==> config.mk <==
export PLATFORM = sky130hd
export DESIGN_NAME = wb_grf
export DESIGN_NICKNAME = d
export VERILOG_FILES = /design/src/rtl/wb_grf_pkg.sv /design/src/rtl/wb_load_ext.sv /design/src/rtl/wb_grf.sv
export SDC_FILE = /design/constraint.sdc
export NUM_CORES = 2
export LEC_CHECK = 0
export CAP_MARGIN = 10
export CORE_ASPECT_RATIO = 0.75
export CORE_MARGIN = 2
export CORE_UTILIZATION = 34
export CTS_BUF_LIST = sky130_fd_sc_hd__clkbuf_4 sky130_fd_sc_hd__clkbuf_8
export CTS_CLUSTER_DIAMETER = 60
export DETAILED_ROUTE_END_ITERATION = 10
export HOLD_SLACK_MARGIN = 0.12
export PLACE_DENSITY = 0.61
export SLEW_MARGIN = 20
export SYNTH_ARGS = -nofsm -noshare
export SYNTH_HDL_FRONTEND = slang
export SYNTH_HIERARCHICAL = 1
export SYNTH_SLANG_ARGS = --single-unit
==> constraint.sdc <==
create_clock -name clk -period 5.4 [get_ports clk]
set_clock_uncertainty 0.05 [all_clocks]
set_input_delay 1.08 -clock clk [delete_from_list [all_inputs] [get_ports clk]]
set_output_delay 1.08 -clock clk [all_outputs]
set_load 0.03 [all_outputs]
==> src/rtl/wb_grf_pkg.sv <==
// Shared decode constants for the P6 pipeline decoders and the write-back stage.
package wb_grf_pkg;

    // Primary opcodes (instr[31:26])
    localparam logic [5:0] OP_RTYPE = 6'b000000;
    localparam logic [5:0] OP_J     = 6'b000010;
    localparam logic [5:0] OP_JAL   = 6'b000011;
    localparam logic [5:0] OP_BEQ   = 6'b000100;
    localparam logic [5:0] OP_BNE   = 6'b000101;
    localparam logic [5:0] OP_ADDI  = 6'b001000;
    localparam logic [5:0] OP_ADDIU = 6'b001001;
    localparam logic [5:0] OP_SLTI  = 6'b001010;
    localparam logic [5:0] OP_ANDI  = 6'b001100;
    localparam logic [5:0] OP_ORI   = 6'b001101;
    localparam logic [5:0] OP_LUI   = 6'b001111;
    localparam logic [5:0] OP_LB    = 6'b100000;
    localparam logic [5:0] OP_LH    = 6'b100001;
    localparam logic [5:0] OP_LW    = 6'b100011;
    localparam logic [5:0] OP_LBU   = 6'b100100;
    localparam logic [5:0] OP_LHU   = 6'b100101;
    localparam logic [5:0] OP_SB    = 6'b101000;
    localparam logic [5:0] OP_SH    = 6'b101001;
    localparam logic [5:0] OP_SW    = 6'b101011;

    // Function codes for OP_RTYPE (instr[5:0])
    localparam logic [5:0] F_SLL  = 6'b000000;
    localparam logic [5:0] F_SRL  = 6'b000010;
    localparam logic [5:0] F_SRA  = 6'b000011;
    localparam logic [5:0] F_JR   = 6'b001000;
    localparam logic [5:0] F_JALR = 6'b001001;
    localparam logic [5:0] F_MFHI = 6'b010000;
    localparam logic [5:0] F_MTHI = 6'b010001;
    localparam logic [5:0] F_MFLO = 6'b010010;
    localparam logic [5:0] F_MTLO = 6'b010011;
    localparam logic [5:0] F_MULT = 6'b011000;
    localparam logic [5:0] F_DIV  = 6'b011010;
    localparam logic [5:0] F_ADDU = 6'b100001;
    localparam logic [5:0] F_SUBU = 6'b100011;
    localparam logic [5:0] F_AND  = 6'b100100;
    localparam logic [5:0] F_OR   = 6'b100101;
    localparam logic [5:0] F_SLT  = 6'b101010;
    localparam logic [5:0] F_SLTU = 6'b101011;

    // Link register written by jal
    localparam logic [4:0] REG_RA = 5'd31;

    // Source of the value written back to the register file
    typedef enum logic [2:0] {
        WB_ALU,
        WB_MEM,
        WB_EXT,
        WB_PC8,
        WB_MD
    } wb_src_e;

    // Load width/signedness seen by the load extender
    typedef enum logic [2:0] {
        LD_W,
        LD_B,
        LD_BU,
        LD_H,
        LD_HU
    } ld_type_e;

endpackage

==> src/rtl/wb_load_ext.sv <==
// Byte/halfword lane select and sign/zero extension of the raw DM word.
module wb_load_ext
    import wb_grf_pkg::*;
(
    input  logic [31:0] i_rd,
    input  logic [1:0]  i_boff,
    input  ld_type_e    i_ld,
    output logic [31:0] o_data
);

    logic [7:0]  w_byte;
    logic [15:0] w_half;

    // Pick the addressed byte and halfword lanes out of the word
    always_comb begin
        w_byte = i_rd[7:0];
        case (i_boff)
            2'd0:    w_byte = i_rd[7:0];
            2'd1:    w_byte = i_rd[15:8];
            2'd2:    w_byte = i_rd[23:16];
            default: w_byte = i_rd[31:24];
        endcase
        w_half = i_boff[1] ? i_rd[31:16] : i_rd[15:0];
    end

    // Extend the selected lane according to the load type
    always_comb begin
        o_data = i_rd;
        case (i_ld)
            LD_B:    o_data = {{24{w_byte[7]}}, w_byte};
            LD_BU:   o_data = {24'd0, w_byte};
            LD_H:    o_data = {{16{w_half[15]}}, w_half};
            LD_HU:   o_data = {16'd0, w_half};
            default: o_data = i_rd;
        endcase
    end

endmodule

==> src/rtl/wb_grf.sv <==
// W-stage write-back: destination/data decode, 32x32 register file with
// W->D bypass on both read ports, and a registered commit trace.
module wb_grf
    import wb_grf_pkg::*;
#(
    parameter int          NREG     = 32,
    parameter logic [31:0] PC_RESET = 32'h0000_3000
) (
    input  logic        clk,
    input  logic        reset,
    input  logic [31:0] instr_W,
    input  logic [31:0] pc_W,
    input  logic [31:0] pc_W8,
    input  logic [31:0] aluRet_W,
    input  logic [31:0] RD_W,
    input  logic [31:0] ext_W,
    input  logic [31:0] mdOut_W,
    input  logic [4:0]  ra1_D,
    input  logic [4:0]  ra2_D,
    output logic [31:0] rd1_D,
    output logic [31:0] rd2_D,
    output logic        we_W,
    output logic [4:0]  waddr_W,
    output logic [31:0] wdata_W,
    output logic        trace_valid,
    output logic [31:0] trace_pc,
    output logic [4:0]  trace_addr,
    output logic [31:0] trace_data
);

    logic [5:0]  w_op;
    logic [5:0]  w_funct;
    logic [4:0]  w_rt;
    logic [4:0]  w_rd;
    logic [4:0]  w_dst;
    wb_src_e     w_src;
    ld_type_e    w_ld;
    logic [31:0] w_ld_data;
    logic        w_unused_ok;

    logic [31:0] r_grf [NREG];

    assign w_op    = instr_W[31:26];
    assign w_funct = instr_W[5:0];
    assign w_rt    = instr_W[20:16];
    assign w_rd    = instr_W[15:11];

    // rs and shamt play no part in write-back
    assign w_unused_ok = ^{instr_W[25:21], instr_W[10:6]};

    // Decode destination register, write-back source and load type
    always_comb begin
        w_dst = 5'd0;
        w_src = WB_ALU;
        w_ld  = LD_W;
        case (w_op)
            OP_RTYPE: begin
                case (w_funct)
                    F_ADDU, F_SUBU, F_AND, F_OR, F_SLT, F_SLTU,
                    F_SLL, F_SRL, F_SRA: w_dst = w_rd;
                    F_JALR: begin
                        w_dst = w_rd;
                        w_src = WB_PC8;
                    end
                    F_MFHI, F_MFLO: begin
                        w_dst = w_rd;
                        w_src = WB_MD;
                    end
                    default: w_dst = 5'd0;
                endcase
            end
            OP_ORI, OP_ANDI, OP_ADDI, OP_ADDIU, OP_SLTI: w_dst = w_rt;
            OP_LUI: begin
                w_dst = w_rt;
                w_src = WB_EXT;
            end
            OP_LW: begin
                w_dst = w_rt;
                w_src = WB_MEM;
                w_ld  = LD_W;
            end
            OP_LB: begin
                w_dst = w_rt;
                w_src = WB_MEM;
                w_ld  = LD_B;
            end
            OP_LBU: begin
                w_dst = w_rt;
                w_src = WB_MEM;
                w_ld  = LD_BU;
            end
            OP_LH: begin
                w_dst = w_rt;
                w_src = WB_MEM;
                w_ld  = LD_H;
            end
            OP_LHU: begin
                w_dst = w_rt;
                w_src = WB_MEM;
                w_ld  = LD_HU;
            end
            OP_JAL: begin
                w_dst = REG_RA;
                w_src = WB_PC8;
            end
            default: w_dst = 5'd0;
        endcase
    end

    wb_load_ext u_load_ext (
        .i_rd   (RD_W),
        .i_boff (aluRet_W[1:0]),
        .i_ld   (w_ld),
        .o_data (w_ld_data)
    );

    // Select the write-back data; an rd/rt of $0 naturally yields no write
    always_comb begin
        wdata_W = aluRet_W;
        case (w_src)
            WB_MEM:  wdata_W = w_ld_data;
            WB_EXT:  wdata_W = ext_W;
            WB_PC8:  wdata_W = pc_W8;
            WB_MD:   wdata_W = mdOut_W;
            default: wdata_W = aluRet_W;
        endcase
    end

    assign waddr_W = w_dst;
    assign we_W    = (w_dst != 5'd0);

    // Commit the write-back result; reset clears every entry
    always_ff @(posedge clk or negedge reset) begin
        if (!reset) begin
            for (int i = 0; i < NREG; i++) begin
                r_grf[i] <= 32'd0;
            end
        end else if (we_W) begin
            r_grf[waddr_W] <= wdata_W;
        end
    end

    // Read ports: $0 is zero, a same-cycle W write wins over the array
    always_comb begin
        if (ra1_D == 5'd0) begin
            rd1_D = 32'd0;
        end else if (we_W && (ra1_D == waddr_W)) begin
            rd1_D = wdata_W;
        end else begin
            rd1_D = r_grf[ra1_D];
        end

        if (ra2_D == 5'd0) begin
            rd2_D = 32'd0;
        end else if (we_W && (ra2_D == waddr_W)) begin
            rd2_D = wdata_W;
        end else begin
            rd2_D = r_grf[ra2_D];
        end
    end

    // Trace of the last committed write; payload holds until the next write
    always_ff @(posedge clk or negedge reset) begin
        if (!reset) begin
            trace_valid <= 1'b0;
            trace_pc    <= PC_RESET;
            trace_addr  <= 5'd0;
            trace_data  <= 32'd0;
        end else begin
            trace_valid <= we_W;
            if (we_W) begin
                trace_pc   <= pc_W;
                trace_addr <= waddr_W;
                trace_data <= wdata_W;
            end
        end
    end

endmodule

* Word level (Yosys, flattened, before mapping)
Cells that the tools add are included.
W data, S select, Z words.
** Word-level totals
- Bits of input ports :: 236
- Latch bits :: 0
- Output and inout bits :: 172
- Memory bits (writable) :: 0
- Memory bits (read-only) :: 0
- Memories :: 0
- Flip-flop bits (word level) :: 1094
** Operators by class
- Multipliers :: 0
- Bitwise operators :: 3
- Magnitude comparators :: 4
- Divide/modulo/power cells :: 0
- Equal/unequal tests :: 35
- Shifts and indexed selects :: 0
- Reductions and logical operators :: 13
- $add $sub $neg :: 0
- Muxes and demuxes :: 22
** Operators by type and width (count)
- $bwmux W1024 :: 1
- $bmux W32 S5 :: 2
- $mux W32 :: 9
- $pmux W32 S4 :: 2
- $demux W32 S5 :: 1
- $eq A6 B6 Y1 const B :: 11
- $eq A6 B4 Y1 const B :: 7
- $pmux W3 S4 :: 2
- $pmux W8 S3 :: 1
- $eq A6 B2 Y1 const B :: 3
- $ge A6 B6 Y1 const B :: 3
- $not A5 Y6 :: 3
- $mux W16 :: 1
- $pmux W5 S3 :: 1
- $eq A3 B2 Y1 const B :: 4
- $eq A6 B5 Y1 const B :: 2
- $logic_not A6 Y1 :: 2
- $reduce_or A12 Y1 :: 1
- $reduce_or A11 Y1 :: 1
- $eq A5 B5 Y1 :: 2
- $logic_not A5 Y1 :: 2
- $eq A3 B1 Y1 const B :: 2
- $eq A3 B3 Y1 const B :: 2
- $lt A6 B1 Y1 const B :: 1
- 9 further kinds :: 11

* Depth between registers and ports, before layout
- Depth in word-level cells :: 10
- Gate-level depth with buffers :: 17

* Hierarchy
The synthesis kept the hierarchy.
** Modules (own cells, without submodules)
- wb_grf :: cells an instance 4392, instances 1, area an instance 58539.9 µm²
- wb_load_ext :: cells an instance 182, instances 1, area an instance 1276.2 µm²

* Worst setup path before layout
Ideal clock, no wire load.
- Path kind :: in2out
- From :: in instr_W[28]
- To :: out rd2_D[5]
- Stages :: 14
- Setup slack :: -0.298 ns
- Arrival time :: 4.568 ns
- Cells stage by stage :: or2_2 -> nor4b_1 -> buf_2 -> nor3_1 -> nor4_4 -> o211ai_1 -> a311oi_1 -> a22o_1 -> a2111oi_0 -> a21o_1 -> inv_2 -> clkbuf_1 -> nand2_1 -> mux2i_1
** Between the ends
- Cells in the longest elaborated chain, start to end :: 7
- Elaborated cells on any way between the ends :: 33
** Ends and longest elaborated chain
- start, declared :: line wb_grf.sv:11 : input logic [31:0] instr_W,
- $eq A6 B6 Y1 :: line wb_grf.sv:56 : case (w_op)
- $pmux W3 S4 * :: line wb_grf.sv:56
- net w_ld[0] :: line wb_grf.sv:37 : ld_type_e w_ld;
- $eq A3 B3 Y1, or another cell as far along :: line wb_load_ext.sv:29 : case (i_ld)
- $pmux W32 S4 * :: line wb_load_ext.sv:29
- net w_ld_data[5] :: line wb_grf.sv:38 : logic [31:0] w_ld_data;
- $pmux W32 S4 * :: line wb_grf.sv:120 : case (w_src)
- net wdata_W[5] :: line wb_grf.sv:24 : output logic [31:0] wdata_W,
- $mux W32 * :: line wb_grf.sv:155 : end else if (we_W && (ra2_D == waddr_W)) begin
- $mux W32 * :: line wb_grf.sv:153 : if (ra2_D == 5'd0) begin
- end, declared :: line wb_grf.sv:21 : output logic [31:0] rd2_D,
The timed path passes the listed nets; every way through them passes the cells marked *.

* Final worst setup path
- From :: in RD_W[23]
- To :: out rd1_D[27]
** Between the ends
- Cells in the longest elaborated chain, start to end :: 5
** Ends and longest elaborated chain
- start, declared :: line wb_grf.sv:15 : input logic [31:0] RD_W,
- $pmux W8 S3 :: line wb_load_ext.sv:17 : case (i_boff)
- $pmux W32 S4 :: line wb_load_ext.sv:29
- net w_ld_data[27] :: line wb_grf.sv:38
- $pmux W32 S4 :: line wb_grf.sv:120
- $mux W32 :: line wb_grf.sv:147 : end else if (we_W && (ra1_D == waddr_W)) begin
- $mux W32 :: line wb_grf.sv:145 : if (ra1_D == 5'd0) begin
- end, declared :: line wb_grf.sv:20 : output logic [31:0] rd1_D,
The timed path passes the listed nets, and every way through them passes these cells.

==> results.md <==
- Worst VDD drop: 0.000248 V
- Post-route ant nets: 0
- Global-route wire length before repair: 322000 µm
- Fin. Hold Viols: 0
- Number of I/O pins: 408
- Crit-path max FO: 11
- Mapped Avg Cell Area: 13.1 µm²
- Clk pin slew, worst setup/hold paths: 0.07 ns
- Number of global-route vias before repair: 45165
- Hold WS: 0.173 ns
- Area of placed instances: 69900 µm²
- Critical Path AT: 4.20 ns
- Worst skew pair latency: 0.88 ns
- Area of the core: 175000 µm²
- Minimum clock period: 5.33 ns
- Initial core utilization: 0.342
- Fraction of registers with async set/reset: 1.00
- Cell row count: 133
- Pwr dens: 314 nW/µm²
- Final wirelength: 221000 µm
- Critical path's slowest cell: mux4_2
- Ys Warns: 6
- CTS Buf Count: 176
- # DRC: 0
- Syn Nets: 4810
- Die Area: 179000 µm²
- R2R Path Start: r_grf[282]
- CTS root buffer: clkbuf_8
- Max-cap check violation count: 0
- Leak: 33.3 nW
- Die Y: 367 µm
- Vias per cell: 5.77
- Critical Path RT: 4.27 ns
- Post-place setup slack: -0.773 ns
- Post-synth EDFFs: 0
- Worst path top cell family by delay: buffers and inverters
- Hold WC Path Type: in2async
- NumNets Final: 5406
- Fmax: 188 MHz
- Clk sinks: 1094
- Post-synthesis sequential area ratio: 0.458
- Synthesized flop and latch total: 1094
- Total power draw: 0.0235 W
- Synth-to-Final Area Change: 25.0%
- Crit-path most repeated cell: buf_4
- Synth cell types: 82
- Slew Limit Fails: 0
- Fin Setup TNS: 0 ns
- Area leader, netlist: dfrtp_1
- CTS tree: built
- Critical Path Source Type: input port
- Worst R2R End: r_grf[282]
- Critical path cell sequence: clkdlybuf4s50_1 -> mux4_2 -> buf_4 -> buf_4 -> a22oi_1 -> o21ai_1 -> a22o_1 -> a2111oi_4 -> buf_4 -> a21o_1 -> buf_12 -> nor2_1 -> mux2_1 -> buf_4
- Gr ovfl total: 0
- PnR worst setup slack: 0.0739 ns
- Largest cells by area after synthesis: dfrtp_1, mux4_2, mux2_2
- Port bufs: 397
- Worst-Margin Slew: 1.09 ns
- CP startpoint: RD_W[23]
- Cells after Synth: 4574
- Total track usage: 0.245
- Placer Congestion: 0.878
- DR WL/cell: 28.8 µm
- Bufs and invs on worst path: 6
- Detail Placement HPWL: 144000 µm
- Max Root-Sink Buffers: 3
- Endpoints failing setup: 0
- Worst slew margin: 0.274
- Initial antenna violation count: 22
- Status: finished, final reports clean
- Crit path kind: in2out
- Yosys top cell area share: 0.457
- Register-to-Register Path Depth: 1
- Ys flop type: dfrtp_1
- Vias: 44295
- Largest net degree at the start of global routing: 141
- Tcrit/Tclk final: 0.986
- Setup slack, reg-to-reg: 4.53 ns
- Critical path's largest stage delay: 0.54 ns
- Htree depth: 4
- Layout cell share with drive strength beyond 1: 0.439
- 1st-pass router iterations: 6
- Die Width: 488 µm
- Post-layout instance area: 74800 µm²
- Cell Area, Synth: 59800 µm²
- Initial detailed-routing violation count: 4704
- Worst Setup End Kind: output pin
-- cells in the final DEF, fill, tap and decap left out, types with 40 or more instances in the layout --
cell,netlist,final
dfrtp_1,1092,1092
mux4_2,646,646
nand2_1,639,633
mux2_2,552,561
o21ai_0,472,466
buf_4,13,431
clkdlybuf4s50_1,0,272
clkbuf_8,0,214
buf_12,0,130
o21ai_1,74,78
nor2_1,80,70
clkbuf_4,0,59
inv_1,48,46
mux2_1,55,40
-- through the flow --
stage / utilization / cells
6_report: 0.427 / 7680
5_1_grt: 0.427 / 7676
4_1_cts: 0.425 / 7654
3_5_place_dp: 0.399 / 7329
3_3_place_gp: 0.399 / 7329
2_1_floorplan: - / 4574
-- where the power goes --
part | switching (W) | internal (W)
registers | 0.000843 | 0.00935
logic | 0.00273 | 0.00279
clock network | 0.00353 | 0.00427
total | 0.00710 | 0.0164
-- how the worst max path moves through the flow --
stage,to,depth (start not counted)
final,rd1_D[27],14
after global placement,rd2_D[5],17
after floorplan,rd2_D[5],14
after CTS,rd1_D[5],17
after detailed placement,rd1_D[1],16
after global routing,rd2_D[12],20
-- synthesized netlist by cell type (all sizes together) (3+ instances only) --
cell and n:
dfrtp 1092, mux4 647, nand2 641, mux2 607, o21ai 546, clkbuf 319
buf 152, nor2 88, inv 82, mux2i 67, a21o 40, a22o 38
a2111oi 35, and2 34, a21oi 22, a22oi 16, nor2b 12, nand4 11
nand3 10, nand2b 8, o221ai 8, or3 8, or4 7, a31oi 6
o211ai 6, or2 6, a211oi 4, nor4 4, o22ai 4, xnor2 4
a21boi 3, a221oi 3, a31o 3, and3 3, nor3 3, nor4bb 3
-- repair_timing --
| item | in CTS | in global routing |
|---|---|---|
| setup endpoints to repair | 96 | 78 |
| hold buffers | 0 | 0 |
| setup buffers | 17 | 11 |
| pin swaps | 36 | 34 |
| gates resized for setup | 163 | 86 |
| cloned | 3 | 1 |
-- logic make-up (layout without fill, tap and decap cells) --
kind of cell,Yosys count,after routing,share of synthesized area
AO/OA/AOI/OAI,753,753,0.0740
XOR/XNOR,4,4,0.000586
AND/OR/NAND/NOR,848,848,0.0599
flip-flops,1094,1094,0.458
multiplexers,1321,1321,0.369
other,0,17,0
buffers and inverters,554,1281,0.0386
-- state kept, by name (all words and copies together), names as in the netlist --
register and cells:
r_grf 1024, trace_addr 5, trace_data 32, trace_pc 32, trace_valid 1
-- final cells by class --
cell class,count,area (µm²)
Timing Repair Buffer,889,9180
Clock inverter,36,378
Tap cell,2362,2960
Clock buffer,273,3390
Antenna cell,17,42.5
Fill cell,16065,100000
Multi-Input combinational cell,2926,31100
Inverter,83,320
Sequential cell,1094,27400
-- per-layer routing --
layer,up-vias,wire [µm],share of wire,global-route usage
li1,18376,-,-,-
met1,23379,92500,0.42,0.341
met2,2088,101000,0.46,0.373
met3,442,19700,0.089,0.0573
met4,10,7870,0.036,0.0913
met5,-,69,0.00031,0
No activity file was read; power rests on OpenSTA's default activity.
